$ cat config.mk
export PLATFORM = sky130hd
export DESIGN_NAME = uart_tx_core
export DESIGN_NICKNAME = d
export VERILOG_FILES = /design/src/rtl/uart_pkg.sv /design/src/rtl/uart_baud_gen.sv /design/src/rtl/uart_tx_core.sv
export SDC_FILE = /design/constraint.sdc
export NUM_CORES = 1
export LEC_CHECK = 0
export BUFFER_PORTS_ARGS = -buffer_cell sky130_fd_sc_hd__buf_2
export CAP_MARGIN = 20
export CORE_ASPECT_RATIO = 1.2
export CORE_MARGIN = 2
export CORE_UTILIZATION = 49
export CTS_CLUSTER_DIAMETER = 200
export DETAILED_ROUTE_END_ITERATION = 8
export PLACE_DENSITY = 0.78
export RECOVER_POWER = 100
export REMOVE_ABC_BUFFERS = 1
export SYNTH_ARGS = -nofsm -noshare
export SYNTH_HDL_FRONTEND = slang
export SYNTH_SLANG_ARGS = --single-unit
$ cat constraint.sdc
create_clock -name clk -period 1.8 [get_ports clk]
set_clock_uncertainty 0.05 [all_clocks]
set_input_delay 0.09 -clock clk [delete_from_list [all_inputs] [get_ports clk]]
set_output_delay 0.09 -clock clk [all_outputs]
set_load 0.1 [all_outputs]
$ cat src/rtl/uart_pkg.sv
// -----------------------------------------------------------------------------
// uart_pkg
// Shared definitions for the UART Tx path (and the future Rx side):
//   - parity-mode encodings used by the PARITY_MODE parameter
//   - transmitter FSM state encoding
//   - frame_bits(): total serial bits in one frame for a given configuration
// -----------------------------------------------------------------------------
package uart_pkg;

    localparam int PARITY_NONE = 0;
    localparam int PARITY_EVEN = 1;
    localparam int PARITY_ODD  = 2;

    typedef enum logic [2:0] {
        IDLE   = 3'd0,
        START  = 3'd1,
        DATA   = 3'd2,
        PARITY = 3'd3,
        STOP   = 3'd4
    } tx_state_e;

    // Start bit + data bits + optional parity bit + stop bits.
    function automatic int unsigned frame_bits(input int unsigned data_width,
                                               input int unsigned parity_mode,
                                               input int unsigned stop_bits);
        return 1 + data_width + ((parity_mode != 0) ? 1 : 0) + stop_bits;
    endfunction

endpackage

$ cat src/rtl/uart_baud_gen.sv
// -----------------------------------------------------------------------------
// uart_baud_gen
// Free-running bit-period counter. Counts 0..CLKS_PER_BIT-1 and asserts o_tick
// while the counter holds CLKS_PER_BIT-1, after which it wraps to 0.
// i_restart forces the counter back to 0 on the next edge so a new bit period
// starts aligned to an external event.
// Ports:
//   clk        system clock
//   reset      synchronous, active-high reset
//   i_restart  synchronous counter restart
//   o_tick     high in the last cycle of each bit period
// -----------------------------------------------------------------------------
module uart_baud_gen #(
    parameter int CLKS_PER_BIT = 16
) (
    input  logic clk,
    input  logic reset,
    input  logic i_restart,
    output logic o_tick
);

    localparam int               CNT_W = (CLKS_PER_BIT > 1) ? $clog2(CLKS_PER_BIT) : 1;
    localparam logic [CNT_W-1:0] LAST  = CNT_W'(CLKS_PER_BIT - 1);

    logic [CNT_W-1:0] cnt_q;
    logic [CNT_W-1:0] cnt_d;

    always_comb begin
        cnt_d = cnt_q + 1'b1;
        if (i_restart || (cnt_q == LAST)) begin
            cnt_d = '0;
        end
    end

    always_ff @(posedge clk) begin
        if (reset) begin
            cnt_q <= '0;
        end else begin
            cnt_q <= cnt_d;
        end
    end

    assign o_tick = (cnt_q == LAST);

endmodule

$ cat src/rtl/uart_tx_core.sv
// -----------------------------------------------------------------------------
// uart_tx_core
// Parametrised UART transmitter. Accepts one word per valid/ready handshake and
// sends start bit, DATA_WIDTH data bits LSB first, optional parity and
// STOP_BITS stop bits, each lasting CLKS_PER_BIT clocks. Supports line break
// (line held low while idle) and a one-cycle frame-done pulse.
// Ports:
//   clk         system clock
//   reset       synchronous, active-high reset
//   i_valid     source presents a word
//   i_data      word to transmit, sampled on accept
//   o_ready     block can accept a word this cycle
//   i_break     request to hold the line low
//   serial_out  registered serial line, idle high
//   o_busy      frame in progress
//   o_done      one-cycle pulse in the first idle cycle after the last stop bit
// -----------------------------------------------------------------------------
module uart_tx_core
    import uart_pkg::*;
#(
    parameter int DATA_WIDTH   = 8,
    parameter int PARITY_MODE  = 1,
    parameter int STOP_BITS    = 1,
    parameter int CLKS_PER_BIT = 16
) (
    input  logic                  clk,
    input  logic                  reset,
    input  logic                  i_valid,
    input  logic [DATA_WIDTH-1:0] i_data,
    output logic                  o_ready,
    input  logic                  i_break,
    output logic                  serial_out,
    output logic                  o_busy,
    output logic                  o_done
);

    localparam int               IDX_W     = $clog2(DATA_WIDTH + 1);
    localparam logic [IDX_W-1:0] LAST_IDX  = IDX_W'(DATA_WIDTH - 1);
    localparam logic             LAST_STOP = 1'(STOP_BITS - 1);

    tx_state_e             state_q, state_d;
    logic [IDX_W-1:0]      idx_q, idx_d;
    logic                  stop_idx_q, stop_idx_d;
    logic [DATA_WIDTH-1:0] shift_q, shift_d;
    logic                  parity_q, parity_d;
    logic                  done_q, done_d;
    logic                  break_q, break_d;
    logic                  serial_q, serial_d;
    logic                  tick;
    logic                  accept;

    // The counter is held at 0 while idle, so the accept edge starts the
    // start-bit period from count 0.
    uart_baud_gen #(
        .CLKS_PER_BIT (CLKS_PER_BIT)
    ) u_baud_gen (
        .clk       (clk),
        .reset     (reset),
        .i_restart (state_q == IDLE),
        .o_tick    (tick)
    );

    // break_q keeps o_ready low for the release cycle, so a word can only be
    // accepted once the line has been back at idle-high for a cycle.
    assign o_ready = (state_q == IDLE) && !i_break && !break_q && !reset;
    assign accept  = o_ready && i_valid;

    always_comb begin
        state_d    = state_q;
        idx_d      = idx_q;
        stop_idx_d = stop_idx_q;
        shift_d    = shift_q;
        parity_d   = parity_q;
        done_d     = 1'b0;
        // Break only takes effect from idle; mid-frame requests wait here.
        break_d    = (state_q == IDLE) && i_break;

        case (state_q)
            IDLE: begin
                if (accept) begin
                    state_d    = START;
                    shift_d    = i_data;
                    parity_d   = (^i_data) ^ (PARITY_MODE == PARITY_ODD);
                    idx_d      = '0;
                    stop_idx_d = 1'b0;
                end
            end
            START: begin
                if (tick) begin
                    state_d = DATA;
                    idx_d   = '0;
                end
            end
            DATA: begin
                if (tick) begin
                    if (idx_q == LAST_IDX) begin
                        state_d = (PARITY_MODE != PARITY_NONE) ? PARITY : STOP;
                    end else begin
                        idx_d   = idx_q + 1'b1;
                        // Shift register: the current data bit is always bit 0.
                        shift_d = shift_q >> 1;
                    end
                end
            end
            PARITY: begin
                if (tick) begin
                    state_d = STOP;
                end
            end
            STOP: begin
                if (tick) begin
                    if (stop_idx_q == LAST_STOP) begin
                        state_d = IDLE;
                        done_d  = 1'b1;
                    end else begin
                        stop_idx_d = stop_idx_q + 1'b1;
                    end
                end
            end
            default: begin
                state_d = IDLE;
            end
        endcase

        // The line is registered from the next state so it changes on the
        // same edge as the FSM.
        case (state_d)
            START:   serial_d = 1'b0;
            DATA:    serial_d = shift_d[0];
            PARITY:  serial_d = parity_d;
            STOP:    serial_d = 1'b1;
            default: serial_d = !break_d;
        endcase
    end

    always_ff @(posedge clk) begin
        if (reset) begin
            state_q    <= IDLE;
            idx_q      <= '0;
            stop_idx_q <= 1'b0;
            shift_q    <= '0;
            parity_q   <= 1'b0;
            done_q     <= 1'b0;
            break_q    <= 1'b0;
            serial_q   <= 1'b1;
        end else begin
            state_q    <= state_d;
            idx_q      <= idx_d;
            stop_idx_q <= stop_idx_d;
            shift_q    <= shift_d;
            parity_q   <= parity_d;
            done_q     <= done_d;
            break_q    <= break_d;
            serial_q   <= serial_d;
        end
    end

    assign serial_out = serial_q;
    assign o_busy     = (state_q != IDLE);
    assign o_done     = done_q;

endmodule

==> out/qor.log <==
[status] run status completed
[flow_run] max-cap check violation count 0
[synth] number of library cell types mapped by synthesis 38
[power_and_ir_drop] peak supply drop 0.683 mV
[synth] share of flip-flops with an asynchronous set or reset after synthesis 0%
[sta] Final Hold Violating Endpoints 0
[drt] count of antenna-violating nets left after detailed routing 0
[synth] Synth area leaders dfxtp_1 (42%), nor2_1 (6.4%), xnor2_1 (5.5%)
[placed_design] Post-Place Worst Slack -0.0641 ns
[clocking] clock-pin slew reported for the worst setup and hold paths after clock tree synthesis 0.12 ns
[drt] total vias in the final route 1018
[synth] Syn Std Cell Area 0.00111 mm2
[synth] area fraction of the dominant cell type after synthesis 41.6%
[placed_design] number of cells after detailed placement 173
[sta] worst rel slew slack 64.2%
[floorplan] Top Ports 16
[global_route] leftover overflow at the end of global routing 0
[finish] Antenna diodes 0
[floorplan] placeable core area 0.00209 mm2
[finish] Area Growth Syn to Fin 27.2%
[synth] cell type with the largest total area after synthesis dfxtp_1
[finish] commonest cells after routing, fill and taps aside dfxtp_1 (21), nor2_1 (19), buf_2 (11)
[global_route] pin count of the biggest net entering global routing 23
[worst_setup_path] worst-case reg-to-reg path depth 5
[clocking] worst skew pair latency 0.31 ns
[worst_hold_path] Cells on Worst Hold Path 3
[floorplan] die span in y 56.1 um
[sta] post-route clock period utilization 98.3%
[worst_setup_path] worst r2r src break_q$_SDFF_PP0_
[power_and_ir_drop] power per unit of standard cell area 664 mW/mm2
[global_route] global-route wire length before repair 3910 um
[global_route] Global Route Usage Sum 19.9%
[clocking] number of buffers created by CTS 3
[synth] mean instance size in the synthesized netlist 8.79 um2
[sta] number of max-slew violations in the final report 0
[worst_setup_path] Worst setup startpoint break_q$_SDFF_PP0_
[synth] count of flip-flops with a built-in enable after synthesis 0
[sta] slew of the pin with the lowest slew margin 0.539 ns
[synth] synthesized flop and latch total 23
[placed_design] hpwl dp 1700 um
[clocking] maximum count of clock buffers along a single path 2
[worst_setup_path] crit path max fanout 7
[synth] share of synthesized area occupied by flip-flops and latches 41.6%
[sta] shortest clock period the worst path allows after layout 1.77 ns
[worst_setup_path] Data required, critical path 1.96 ns
[worst_setup_path] sort of element at the start of the critical path flip-flop
[floorplan] floorplan die width 47.4 um
[worst_setup_path] type of destination of the critical path flip-flop
[sta] RSZ-0062 raised after global routing true
[finish] post-route non-filler standard cell count 183
[drt] routed wire length per instance 12.8 um
[placed_design] final estimated routing congestion in global placement 0.827
[sta] total of endpoints with negative setup slack in the final report 0
[sta] final sum of negative setup slack 0 ns
[clocking] number of levels in the clock H-tree 1
[global_route] antenna violations before repair 0
[worst_setup_path] startpoint-to-endpoint class of the critical path reg -> reg
[drt] First-pass DRT Iterations 5
[global_route] number of global-route vias before repair 969
[synth] number of warnings issued by yosys 0
[sta] Peak Freq 565 MHz
[floorplan] Row Count 18
[power_and_ir_drop] leakage power of the design 0.545 nW
[finish] most common cell after layout, fill and taps aside dfxtp_1
[drt] remaining routing DRC violations 0
[worst_setup_path] data arrival time at the worst-slack endpoint 1.93 ns
[drt] final WL 2340 um
[drt] first-iteration detailed-routing DRC count 35
[floorplan] die footprint 0.00266 mm2
[finish] fraction of layout cells with a size suffix above 1 26.1%
[placed_design] Port Buf Inserts 15
[drt] vias per inst 5.56
[clocking] number of sinks on the clock net 23
[clocking] clock tree from TritonCTS built
[clocking] clock tree root buffer cell clkbuf_4
[finish] number of filler cells placed in the layout 174
[synth] Most used DFF post-synth dfxtp_1
[sta] slack of the critical path 0.0299 ns
[worst_hold_path] type of the most critical hold path in -> reg
[worst_hold_path] hold path startpoint i_data[3]
[synth] gate count after technology mapping 126
[finish] Layout Nets 168
[floorplan] starting density of the core 52.9%
## worst max-delay path, cell delays in order, from the launching register on
cell and delay, ns:
dfxtp_2 0.34, or4b_4 0.52, o22ai_4 0.25, nand2_4 0.11, a222oi_1 0.33, nor2_1 0.08
## report_power, final
| part | internal, mW | switching (mW) | total [mW] | leakage, nW |
|---|---|---|---|---|
| Clock | 0.0832 | 0.157 | 0.241 | 0.0177 |
| Sequential | 0.521 | 0.00698 | 0.528 | 0.187 |
| Combinational | 0.0725 | 0.0950 | 0.167 | 0.340 |
## metal layers
layer	track usage, %	up-vias	part of all wire (%)
met3	2.92	5	3.0
met5	0	-	0
met4	8.33	0	1.9
li1	-	516	-
met1	22.5	475	45
met2	34.6	22	50
## worst paths after layout
path	to	slack (ns)
setup / recovery	shift_q[5]$_SDFFE_PP0P_	0.03
hold / removal	shift_q[3]$_SDFFE_PP0P_	0.02
setup reg to reg	shift_q[5]$_SDFFE_PP0P_	0.03
hold reg to reg	u_baud_gen.cnt_q[0]$_SDFF_PP0_	0.42
## per-stage QoR
step                      cell area (um2)  utilization [%]  power (mW)  hold WS (ns)
final                                1410             67.3       0.936        0.0169
after CTS                            1380             65.8       0.940       0.00553
after floorplan                      1080                -       0.632         0.109
after global routing                 1410             67.3       0.983        0.0416
after detailed placement             1270             60.8       0.685         0.316
after global placement               1270             60.8       0.682         0.304
## Yosys cell counts, types with 2 or more instances
| master | instances |
|---|---|
| nor3_1 | 2 |
| xnor2_1 | 7 |
| o21ai_0 | 4 |
| xor2_1 | 2 |
| nor2b_1 | 3 |
| ha_1 | 2 |
| buf_2 | 3 |
| nand3b_1 | 2 |
| dfxtp_1 | 23 |
| nor2_1 | 19 |
| a21oi_1 | 4 |
| nand4_1 | 3 |
| o211ai_1 | 2 |
| or3_1 | 3 |
| and3_1 | 2 |
| nand2_1 | 6 |
| clkbuf_1 | 4 |
| a222oi_1 | 6 |
| nand3_1 | 2 |
| nor3b_1 | 3 |
| inv_1 | 5 |
| a22oi_1 | 3 |
## logic make-up (layout without fill, tap and decap cells)
| kind of cell | Yosys count | after routing | synth area share (%) |
|---|---|---|---|
| xor+xnor | 9 | 9 | 7.12 |
| fa+ha+maj | 2 | 2 | 2.26 |
| flops | 23 | 23 | 41.6 |
| compound gates | 28 | 28 | 19.7 |
| mux | 1 | 1 | 0.904 |
| simple gates | 51 | 51 | 24.1 |
| buf+inv | 12 | 39 | 4.41 |
## what timing repair did
action                                 4_1_cts  5_1_grt
setup endpoints to repair                   10       12
gates resized for setup                      7        8
pin swaps                                    2       15
setup buffers                                0        1
hold buffers                                 5        0
endpoints found under the hold margin        5        0
gates cloned                                 0        0
## layout make-up
class	instances	area [um2]	share of cell area, %
Timing Repair Buffer	30	214	15.2
Multi-Input combinational cell	91	648	46.0
Clock inverter	1	5.00	0.355
Clock buffer	3	22.5	1.60
Tap cell	30	37.5	2.66
Inverter	5	18.8	1.33
Sequential cell	23	463	32.9
## flip-flops by register name, summed over array words and instances, names as in the netlist
| name | cells |
|---|---|
| parity_q | 1 |
| u_baud_gen.cnt_q | 4 |
| shift_q | 8 |
| o_done | 1 |
| state_q | 3 |
| break_q | 1 |
| idx_q | 4 |
| serial_out | 1 |
(Power assumes the default switching activity.)
